$ cat src/rtl/block_nconv_sequencer.sv
// Control sequencer for one VGG16 conv block: 1..4 chained 3x3 conv layers,
// then an optional 2x2 max-pool. Walks layer -> kernel -> channel and issues
// one conv-engine job per (kernel, channel) pair, then optionally one pool
// job, then pulses o_valid. Every output is a register.
module block_nconv_sequencer #(
  parameter int NUM_LAYERS        = 2,
  parameter int IMAGE_WIDTH       = 56,
  parameter int NUMBER_OF_KERNEL  = 16,
  parameter int NUMBER_OF_CHANNEL = 8,
  parameter int POOL_EN           = 1,
  localparam int MAX_CK = (NUMBER_OF_CHANNEL > NUMBER_OF_KERNEL) ? NUMBER_OF_CHANNEL
                                                                 : NUMBER_OF_KERNEL,
  localparam int KW     = (NUMBER_OF_KERNEL > 1) ? $clog2(NUMBER_OF_KERNEL) : 1,
  localparam int CW     = (MAX_CK > 1) ? $clog2(MAX_CK) : 1
) (
  input  logic          clk,
  input  logic          rst_n,
  input  logic          i_valid,
  output logic          o_valid,
  output logic          o_busy,
  output logic [1:0]    o_layer,
  output logic [KW-1:0] o_kernel_idx,
  output logic [CW-1:0] o_channel_idx,
  output logic [15:0]   o_image_width,
  output logic          o_conv_start,
  output logic          o_acc_clear,
  input  logic          i_conv_done,
  output logic          o_kernel_done,
  output logic          o_pool_start,
  input  logic          i_pool_done
);

  // Last legal index of each counter. Layer 0 reads the block's input
  // channels; every later layer reads the previous layer's kernel outputs.
  localparam logic [CW-1:0] CH0_LAST = CW'(NUMBER_OF_CHANNEL - 1);
  localparam logic [CW-1:0] CHN_LAST = CW'(NUMBER_OF_KERNEL - 1);
  localparam logic [KW-1:0] K_LAST   = KW'(NUMBER_OF_KERNEL - 1);
  localparam logic [1:0]    L_LAST   = 2'(NUM_LAYERS - 1);
  localparam logic [15:0]   IMG_W    = 16'(IMAGE_WIDTH);

  typedef enum logic [2:0] {
    S_IDLE,
    S_ISSUE,
    S_WAIT_CONV,
    S_POOL,
    S_WAIT_POOL,
    S_DONE
  } state_t;

  state_t        state_q;
  logic [1:0]    layer_q;
  logic [KW-1:0] kernel_q;
  logic [CW-1:0] channel_q;
  logic          busy_q;
  logic          valid_q;
  logic          conv_start_q;
  logic          acc_clear_q;
  logic          kernel_done_q;
  logic          pool_start_q;
  logic [15:0]   image_width_q;

  logic chan_last;
  logic kern_last;
  logic layer_last;

  // End-of-range flags for the three nested counters (exact compares, no wrap).
  assign chan_last  = (channel_q == ((layer_q == 2'd0) ? CH0_LAST : CHN_LAST));
  assign kern_last  = (kernel_q == K_LAST);
  assign layer_last = (layer_q == L_LAST);

  // Sequencer FSM: state, loop counters and all registered outputs together.
  always_ff @(posedge clk) begin
    // NOTE: reset is sampled on the clock edge, so it lives inside the
    // clocked block; all state here is flops (no memories), so all of it
    // can and does get a reset value.
    if (!rst_n) begin
      state_q       <= S_IDLE;
      layer_q       <= '0;
      kernel_q      <= '0;
      channel_q     <= '0;
      busy_q        <= 1'b0;
      valid_q       <= 1'b0;
      conv_start_q  <= 1'b0;
      acc_clear_q   <= 1'b0;
      kernel_done_q <= 1'b0;
      pool_start_q  <= 1'b0;
      image_width_q <= '0;
    end else begin
      // NOTE: non-blocking assignments throughout, so every right-hand side
      // sees the pre-edge value and the pulse defaults below are simply
      // overridden by the later assignments in the case arms.
      conv_start_q  <= 1'b0;
      acc_clear_q   <= 1'b0;
      kernel_done_q <= 1'b0;
      pool_start_q  <= 1'b0;
      valid_q       <= 1'b0;
      image_width_q <= IMG_W;

      unique case (state_q)
        S_IDLE: begin
          if (i_valid) begin
            layer_q      <= '0;
            kernel_q     <= '0;
            channel_q    <= '0;
            state_q      <= S_ISSUE;
            busy_q       <= 1'b1;
            conv_start_q <= 1'b1;
            acc_clear_q  <= 1'b1;
          end
        end

        S_ISSUE: state_q <= S_WAIT_CONV;

        S_WAIT_CONV: begin
          if (i_conv_done) begin
            if (!chan_last) begin
              channel_q    <= channel_q + CW'(1);
              state_q      <= S_ISSUE;
              conv_start_q <= 1'b1;
            end else begin
              kernel_done_q <= 1'b1;
              channel_q     <= '0;
              if (!kern_last) begin
                kernel_q     <= kernel_q + KW'(1);
                state_q      <= S_ISSUE;
                conv_start_q <= 1'b1;
                acc_clear_q  <= 1'b1;
              end else if (!layer_last) begin
                kernel_q     <= '0;
                layer_q      <= layer_q + 2'd1;
                state_q      <= S_ISSUE;
                conv_start_q <= 1'b1;
                acc_clear_q  <= 1'b1;
              end else if (POOL_EN != 0) begin
                state_q      <= S_POOL;
                pool_start_q <= 1'b1;
              end else begin
                state_q <= S_DONE;
              end
            end
          end
        end

        S_POOL: state_q <= S_WAIT_POOL;

        S_WAIT_POOL: begin
          if (i_pool_done) state_q <= S_DONE;
        end

        S_DONE: begin
          state_q <= S_IDLE;
          busy_q  <= 1'b0;
          valid_q <= 1'b1;
        end

        default: begin
          state_q <= S_IDLE;
          busy_q  <= 1'b0;
        end
      endcase
    end
  end

  assign o_valid       = valid_q;
  assign o_busy        = busy_q;
  assign o_layer       = layer_q;
  assign o_kernel_idx  = kernel_q;
  assign o_channel_idx = channel_q;
  assign o_image_width = image_width_q;
  assign o_conv_start  = conv_start_q;
  assign o_acc_clear   = acc_clear_q;
  assign o_kernel_done = kernel_done_q;
  assign o_pool_start  = pool_start_q;

endmodule

$ cat config.mk
export PLATFORM = sky130hd
export DESIGN_NAME = block_nconv_sequencer
export DESIGN_NICKNAME = d
export VERILOG_FILES = /design/src/rtl/block_nconv_sequencer.sv
export SDC_FILE = /design/constraint.sdc
export NUM_CORES = 1
export LEC_CHECK = 0
export CAP_MARGIN = 20
export CORE_ASPECT_RATIO = 1.5
export CORE_MARGIN = 10
export CORE_UTILIZATION = 45
export DETAILED_ROUTE_END_ITERATION = 6
export HOLD_SLACK_MARGIN = 0.12
export MAX_ROUTING_LAYER = met4
export PLACE_DENSITY = 0.8
export REMOVE_ABC_BUFFERS = 1
export SYNTH_ARGS = -nofsm -noshare
export SYNTH_HDL_FRONTEND = slang
export SYNTH_SLANG_ARGS = --single-unit
$ cat constraint.sdc
create_clock -name clk -period 2.05 [get_ports clk]
set_input_delay 0.41 -clock clk [delete_from_list [all_inputs] [get_ports clk]]
set_output_delay 0.41 -clock clk [all_outputs]
set_load 0.1 [all_outputs]
==> After elaboration in Yosys (flattened, before gate mapping) <==
Index checks and enable logic that the tools add are counted.
{ "op_classes": {"eq_ne": 15, "magnitude_cmp": 0, "addsub": 3, "n_div": 0, "multipliers": 0, "n_mux": 38, "n_reduce_logical": 11, "shift": 0, "bitwise": 1} }
{ "ops": {"columns": ["operator", "count"], "rows": [
  ["$mux W4", 8],
  ["$mux W2", 8],
  ["$pmux W4 S2", 2],
  ["$pmux W3 S5", 1],
  ["$ne A2 B2 Y1 const B", 6],
  ["$mux W1", 11],
  ["$reduce_and A5 Y1", 2],
  ["$mux W3", 3],
  ["$reduce_and A3 Y1", 3],
  ["$add A4 B1 Y4 const B", 2],
  ["$eq A3 B2 Y1 const B", 2],
  ["$eq A3 B3 Y1 const B", 2],
  ["$mux W6", 1],
  ["$pmux W1 S2", 3],
  ["$reduce_and A6 Y1", 1],
  ["$eq A4 B4 Y1", 1],
  ["$eq A4 B4 Y1 const B", 1],
  ["$pmux W2 S2", 1],
  ["$reduce_or A4 Y1", 1],
  ["$eq A3 B1 Y1 const B", 1],
  ["$logic_not A3 Y1", 1],
  ["$ne A3 B3 Y1 const B", 1],
  ["$add A2 B1 Y2 const B", 1],
  ["$eq A2 B1 Y1 const B", 1],
  ["4 further kinds", 4]
]} }
{ "totals": {"romBits": 0, "regBits": 35, "latch_bits": 0, "mem_count": 0, "ramBits": 0} }

==> Depth between registers and ports, before layout <==
{ "logic_depth": {"word_depth": 6, "ltp_mapped": 6, "ltp_nobuf": 6} }

==> Worst setup path after synthesis <==
No wires, ideal clock.
{ "synth_path": {"path_type": "register to register", "from": "register layer_q[1] (netlist: o_layer[1])", "to": "register kernel_q[0] (netlist: o_kernel_idx[0])", "path_slack_ps": -342, "arrival_ps": 2320, "path_stages_with_launch": 7, "period_less_slack_ps": 2392, "required_ps": 1978, "path_buffers": 0, "cell_sequence": "dfxtp_1 inv_1 ha_1 xor2_1 nand2_1 or4_1 a21oi_1"} }
{ "synth_via": {"elab_chain_cells": 5, "elab_cells_between_ends": 7, "classes_between": "4 x eq/ne; 1 x mux; 2 x reduce/logical"} }
{ "synth_lines": {"columns": ["element", "line", "source"], "rows": [
  ["from (decl)", "51", "logic [1:0] layer_q;"],
  ["from (signal assigned)", "130", "layer_q <= layer_q + 2'd1;"],
  ["$logic_not A2 Y1", "67", "assign chan_last = (channel_q == ((layer_q == 2'd0) ? CH0_LAST : CHN_LAST));"],
  ["$mux W4", "67", null],
  ["$eq A4 B4 Y1", "67", null],
  ["$ne A2 B2 Y1 (no line)", null, null],
  ["$reduce_and A5 Y1 (no line) *", null, null],
  ["to (signal assigned)", "124", "kernel_q <= kernel_q + KW'(1);"],
  ["to (decl)", "52", "logic [KW-1:0] kernel_q;"]
]} }
Mark *: on every way between the ends. The rest lies on a longest branch, timed or not.
A chain may end at the register's enable or synchronous reset.

==> Worst setup path in the final report <==
{ "layout_path": {"from": "register layer_q[0] (netlist: o_layer[0])", "to": "register kernel_q[0] (netlist: o_kernel_idx[0])"} }
The elaborated chain is that of the path after synthesis.

==> impl_metrics.env <==
export IMPL_cts_resized_gates=0
export IMPL_syn_inst=128
export IMPL_startpoint_type="register"
export IMPL_drc=0
export IMPL_initialDrtViolationCount=35
export IMPL_p_leak_nw=0.547
export IMPL_post_route_period_util=0.910
export IMPL_crit_path_max_incr_delay_ps=530
export IMPL_globalRouteOverflowTotal=0
export IMPL_status="finished, final reports clean"
export IMPL_hold_buffers=0
export IMPL_grt_pass1_vias=987
export IMPL_ys_top_cells_by_count="dfxtp_1, buf_4, a21oi_1, nand2_1, nor2_1"
export IMPL_fillCellCount=237
export IMPL_start_util=0.466
export IMPL_hold_viol_final=0
export IMPL_clk_latency_ps=290
export IMPL_post_cts_buffers=0
export IMPL_critPathArrivalTime_ps=2090
export IMPL_maxCapViolCount=0
export IMPL_die_w_um=61.1
export IMPL_r2r_slack_ps=190
export IMPL_maxSlewViolCount=0
export IMPL_fmaxAchievable_ghz=0.536
export IMPL_worst_setup_path_end_kind="register"
export IMPL_grt_pass1_wl_mm=4.22
export IMPL_synth_area_mux_share=0.00987
export IMPL_final_setup_viol_count=0
export IMPL_synthArstFlopShare=0
export IMPL_htree_num_levels=1
export IMPL_finClkSkew_ps=1.29
export IMPL_gp_congestion=0.845
export IMPL_cts_root_buffer="clkbuf_4"
export IMPL_synth_top_family_by_area="simple AND/OR/NAND/NOR gates"
export IMPL_grt_max_degree=14
export IMPL_synth_top_area_share=0.351
export IMPL_grt_use_total=0.109
export IMPL_wl_per_cell_um=14.6
export IMPL_rows=22
export IMPL_path_max_fanout=6
export IMPL_place_hpwl_mm=2.01
export IMPL_fin_total_pwr_mw=0.843
export IMPL_crit_path_cell_trace="inv_1 -> ha_1 -> xor2_1 -> nand2_1 -> or4_1 -> a21oi_1"
export IMPL_synth_xor_area_share=0.0154
export IMPL_finalCriticalPeriod_ps=1860
export IMPL_synth_flop_cell="dfxtp_1"
export IMPL_synthSimpleGateAreaFrac=0.216
export IMPL_vdd_drop_max_mv=0.395
export IMPL_synth_compound_area_share=0.195
export IMPL_top_level_ports=37
export IMPL_wl_mm=2.52
export IMPL_design_core_area_um2=2450
export IMPL_required_ps=2280
export IMPL_die_y_um=81.7
export IMPL_whs_ps=537
export IMPL_cts_tree="done"
export IMPL_ys_ff_latch=20
export IMPL_syn2layout_area_growth_pct=11.3
export IMPL_synthTopCellsByArea="dfxtp_1, buf_4, ha_1"
export IMPL_yosysTopAreaCell="dfxtp_1"
export IMPL_drt_pre_antenna_iters=4
export IMPL_crit_path_top_delay_cell="or4_1"
export IMPL_n_antenna_cell=0
export IMPL_ys_seq_area_frac=0.351
export IMPL_numCtsBuffers=3
export IMPL_ys_types=48
export IMPL_die_area_um2=4990
export IMPL_cts_sinks=20
export IMPL_antenna_found_initial=0
export IMPL_num_vias=973
export IMPL_post_synth_cell_area_avg_um2=8.91
export IMPL_port_buffer_count=23
export IMPL_cts_max_path_buffers=2
export IMPL_clkSlewWorstSetupHoldPaths_ps=100
export IMPL_power_density_nw_per_um2=664
export IMPL_synth_edf_count=0
export IMPL_rsz0062_at_grt="no"
export IMPL_ant_nets=0
export IMPL_netlist_area_um2=1140
export IMPL_synth_fa_ha_area_frac=0.0439
export IMPL_fin_nets=159
export IMPL_viasPerCell=5.66
export IMPL_layout_drive_gt1_share=0.243
export IMPL_synthMostInstantiatedCell="dfxtp_1"
export IMPL_ys_warn_count=0
export IMPL_hold_class="register to register"
export IMPL_path_class="register to register"
==> logic make-up after synthesis <==
group / count (synthesis)
fa+ha+maj: 4
buf+inv: 26
xor+xnor: 2
flops: 20
simple gates: 42
compound gates: 32
mux: 1
other cells: 1
==> stage by stage <==
stage	setup TNS, ps	util	setup WS (ps)	std cells	area (um^2)
after detailed placement	0	0.509	10.2	169	1250
after CTS	0	0.518	196	172	1270
after global routing	0	0.518	30.4	172	1270
after floorplan	-3300	-	-557	120	1020
after global placement	0	0.509	81.2	169	1250
final	0	0.518	185	172	1270
==> power by group <==
group          switching [mW]  internal [mW]  total [mW]  leakage (nW)
clock network           0.108         0.0685       0.176        0.0138
logic                   0.213         0.0456       0.258         0.371
registers             0.00994          0.399       0.408         0.163
==> flip-flops by register name (all words and copies together), names as in the netlist <==
| name | count |
|---|---|
| o_kernel_idx | 4 |
| o_conv_start | 1 |
| o_valid | 1 |
| o_pool_start | 1 |
| o_channel_idx | 4 |
| o_layer | 2 |
| state_q | 3 |
| o_image_width | 1 |
| o_kernel_done | 1 |
| o_busy | 1 |
| o_acc_clear | 1 |
==> area by class of cell <==
cell class	count	area, um^2	area share
timing repair buffer	25	198	0.156
inverter	6	22.5	0.0177
multi-input combinational	94	597	0.470
tap	24	30.0	0.0236
clock buffer	3	22.5	0.0177
sequential	20	400	0.315
==> per-layer routing <==
layer	part of all wire	track usage	up-vias	wire length, um
li1	-	-	472	-
met1	0.38	0.107	447	958
met2	0.52	0.186	47	1310
met3	0.082	0.0324	7	207
met4	0.018	0.0619	0	46
met5	0	-	-	0
==> final timing paths <==
kind | start | endpoint | cells after the start
worst max register to register | o_layer[0] | o_kernel_idx[0] | 6
worst min register to register | o_busy | o_busy | 2
worst max-delay path | o_layer[0] | o_kernel_idx[0] | 6
worst min-delay path | o_busy | o_busy | 2
==> layout by cell type, fill, tap and decap left out, drive strengths merged, types with 2 or more instances in the layout <==
master         Yosys  final
nor2               7      7
a21oi              8      8
clkdlybuf4s50      0      4
buf               17     21
clkbuf             3      3
nor4               2      2
nand3              3      3
conb               1     13
o221a              2      2
nand2              8      8
nor3               3      3
and2               4      4
o21ai              6      6
dfxtp             20     20
a21boi             2      2
inv                6      6
and3               4      4
nor2b              2      2
ha                 4      4
==> critical path: cells and delay by family, from the launching register on <==
kind | cells | cell delay, ps
xor gates and xnor gates | 1 | 260
adders and majority gates | 1 | 200
buffers and inverters | 1 | 60
DFF | 1 | 410
AOI/OAI and AO/OA | 1 | 130
and+or+nand+nor | 2 | 730
Power figures use the tool's default switching activity.
==> variant (same flow settings) <==
`POOL_EN`: 1 -> 0.
--- a/src/rtl/block_nconv_sequencer.sv
+++ b/src/rtl/block_nconv_sequencer.sv
@@ -8,5 +8,5 @@
   parameter int NUMBER_OF_KERNEL  = 16,
   parameter int NUMBER_OF_CHANNEL = 8,
-  parameter int POOL_EN           = 1,
+  parameter int POOL_EN           = 0,
   localparam int MAX_CK = (NUMBER_OF_CHANNEL > NUMBER_OF_KERNEL) ? NUMBER_OF_CHANNEL
                                                                  : NUMBER_OF_KERNEL,
Behaviour: no difference found for any inputs over 10 cycles, from zero or initial values and one cycle with rst_n low; that may be too few to reach the edited logic, so the function may still have changed.
==> variant against the original RTL <==
  * Via count is 0.41% lower
  * Cell count increased by 2.3%
  * Sequential power is 3% lower
  * Maximum frequency increased by 1.4%
  * Sequential cell count down 1
  * Cell area rose by 5.2%
  * Count of clock-buffer cells in the layout grew 1
  * Synthesized area down 2.2%
  * Power grew 4.5%
  * Setup slack better by 26 ps
  * Routed wire length up 4.8%
  * Critical path type unchanged
  * Largest power group unchanged
==> variant: results (changes against the original RTL) <==
- Post-CTS setup buffer count: 0 (unchanged)
- Max Buffers Root-to-Sink: 2 (unchanged)
- Post-synthesis sequential area ratio: 0.341 (-0.0101)
- Drt pass-1 iters: 4 (unchanged)
- Hold Path Class: reg -> reg
- Root Driver: clkbuf_4
- CP Data Arrival Time: 2070 ps (-20 ps)
- Placer Congestion: 0.903 (+7.0%)
- Worst-path maximum fanout: 4 (-2)
- Port Buffer Count: 22 (-4.3%)
- H-tree levels: 1 (unchanged)
- GRT Resource Usage Total: 0.117 (+0.00704)
- Initial antenna violation count: 0 (unchanged)
- CTS clock-pin slew for the worst setup and hold paths: about 110 ps
- Leakage: 0.585 nW (+7.0%)
- Clk_lat worst skew: 300 ps
- Post-synth top cells: 19 x dfxtp_1, 16 x buf_4, 9 x nor2_1
- Number of synthesized flops with an enable pin: 0 (unchanged)
- Placed cells: 172 (+1.8%)
- Run status: completed
- Post-synth ARST share: 0 (unchanged)
- Largest net degree at the start of global routing: 12 (-2)
- Final net count: 162 (+1.9%)
- DRT iter0 DRCs: 40 (+14%)
- Proportion of layout cells with a drive suffix above 1: 0.230 (-0.0130)
- Area contributors post-synth: dfxtp_1 34%, buf_4 11%, ha_1 4.5%
- Post-CTS Resized: 0 (unchanged)
- Syn avg cell area: 8.93 sq um (+0.15%)
- Fin cells: 176 (+2.3%)
- Synth Warn #: 0 (unchanged)
- Vias per cell: 5.51 (-2.7%)
- Pre-CTS setup slack: 2.71 ps (-7.50 ps)
- Antenna cells: 0 (unchanged)
- Clock skew: 4.92 ps (+3.63 ps)
- Synth unique cells: 44 (-8.3%)
- Inserted Clock Buffers: 3 (unchanged)
- Vias in the first global route: 1022 (+3.5%)
- Detailed Place HPWL: 2160 microns (+7.9%)
- Max rail drop VDD: 0.352 mV (-11%)
- Drt wl/cell: 15.0 microns (+2.5%)
- First-pass GRT wire length: 4330 microns (+2.5%)
variant: final timing paths:
kind	startpoint	end	slack [ps]	cells after the start
worst max-delay path	o_layer[0]	o_layer[0]	210	6
worst min-delay path	o_channel_idx[1]	o_channel_idx[1]	500	2
worst max register to register	o_layer[0]	o_layer[0]	210	6
worst min register to register	o_channel_idx[1]	o_channel_idx[1]	500	2
variant: worst max-delay path: stages, from the launching register on:
cell     delay, ps
dfxtp_1        370
inv_1           80
ha_1           210
xor2_1         240
nand3_1        150
or4b_1         570
mux2i_1        160
variant: report_power, final:
part	switching, W	internal, W
registers	0.0000153	0.000381
logic	0.000233	0.0000585
clock network	0.000117	0.0000760
variant: kinds of logic after synthesis:
family	after synthesis	synth area share
other	1	0.00336
AND/OR/NAND/NOR	48	0.263
adder cells (fa/ha/maj)	4	0.0448
flip-flops	19	0.341
AO/OA/AOI/OAI	22	0.152
multiplexers	3	0.0269
XOR/XNOR	1	0.00785
buffers and inverters	27	0.160
variant: area by class of cell:
cell class              instances  area [sq um]
well taps                      24          30.0
multi-input cells              92           606
repair buffers                 32           275
fillers                       222          1090
clock buffers                   4          26.3
flip-flops and latches         19           380
inverters                       5          18.8
variant: metrics by stage:
stage                     instance area, sq um  utilization  hold WS [ps]  total power, W  TNS (ps)
after floorplan                           1000            -           438        0.000638     -3970
after global placement                    1310        0.541           483        0.000692         0
after detailed placement                  1310        0.541           488        0.000694         0
after CTS                                 1340        0.552           503        0.000882         0
after global routing                      1340        0.552           552        0.000910         0
final                                     1340        0.552           502        0.000881         0
variant: layer usage:
layer | up-vias | routed length, microns | global-route usage
met5 | - | 0 | -
met4 | 0 | 79 | 0.0969
met3 | 7 | 147 | 0.0234
met2 | 38 | 1410 | 0.193
met1 | 449 | 1000 | 0.111
li1 | 475 | - | -
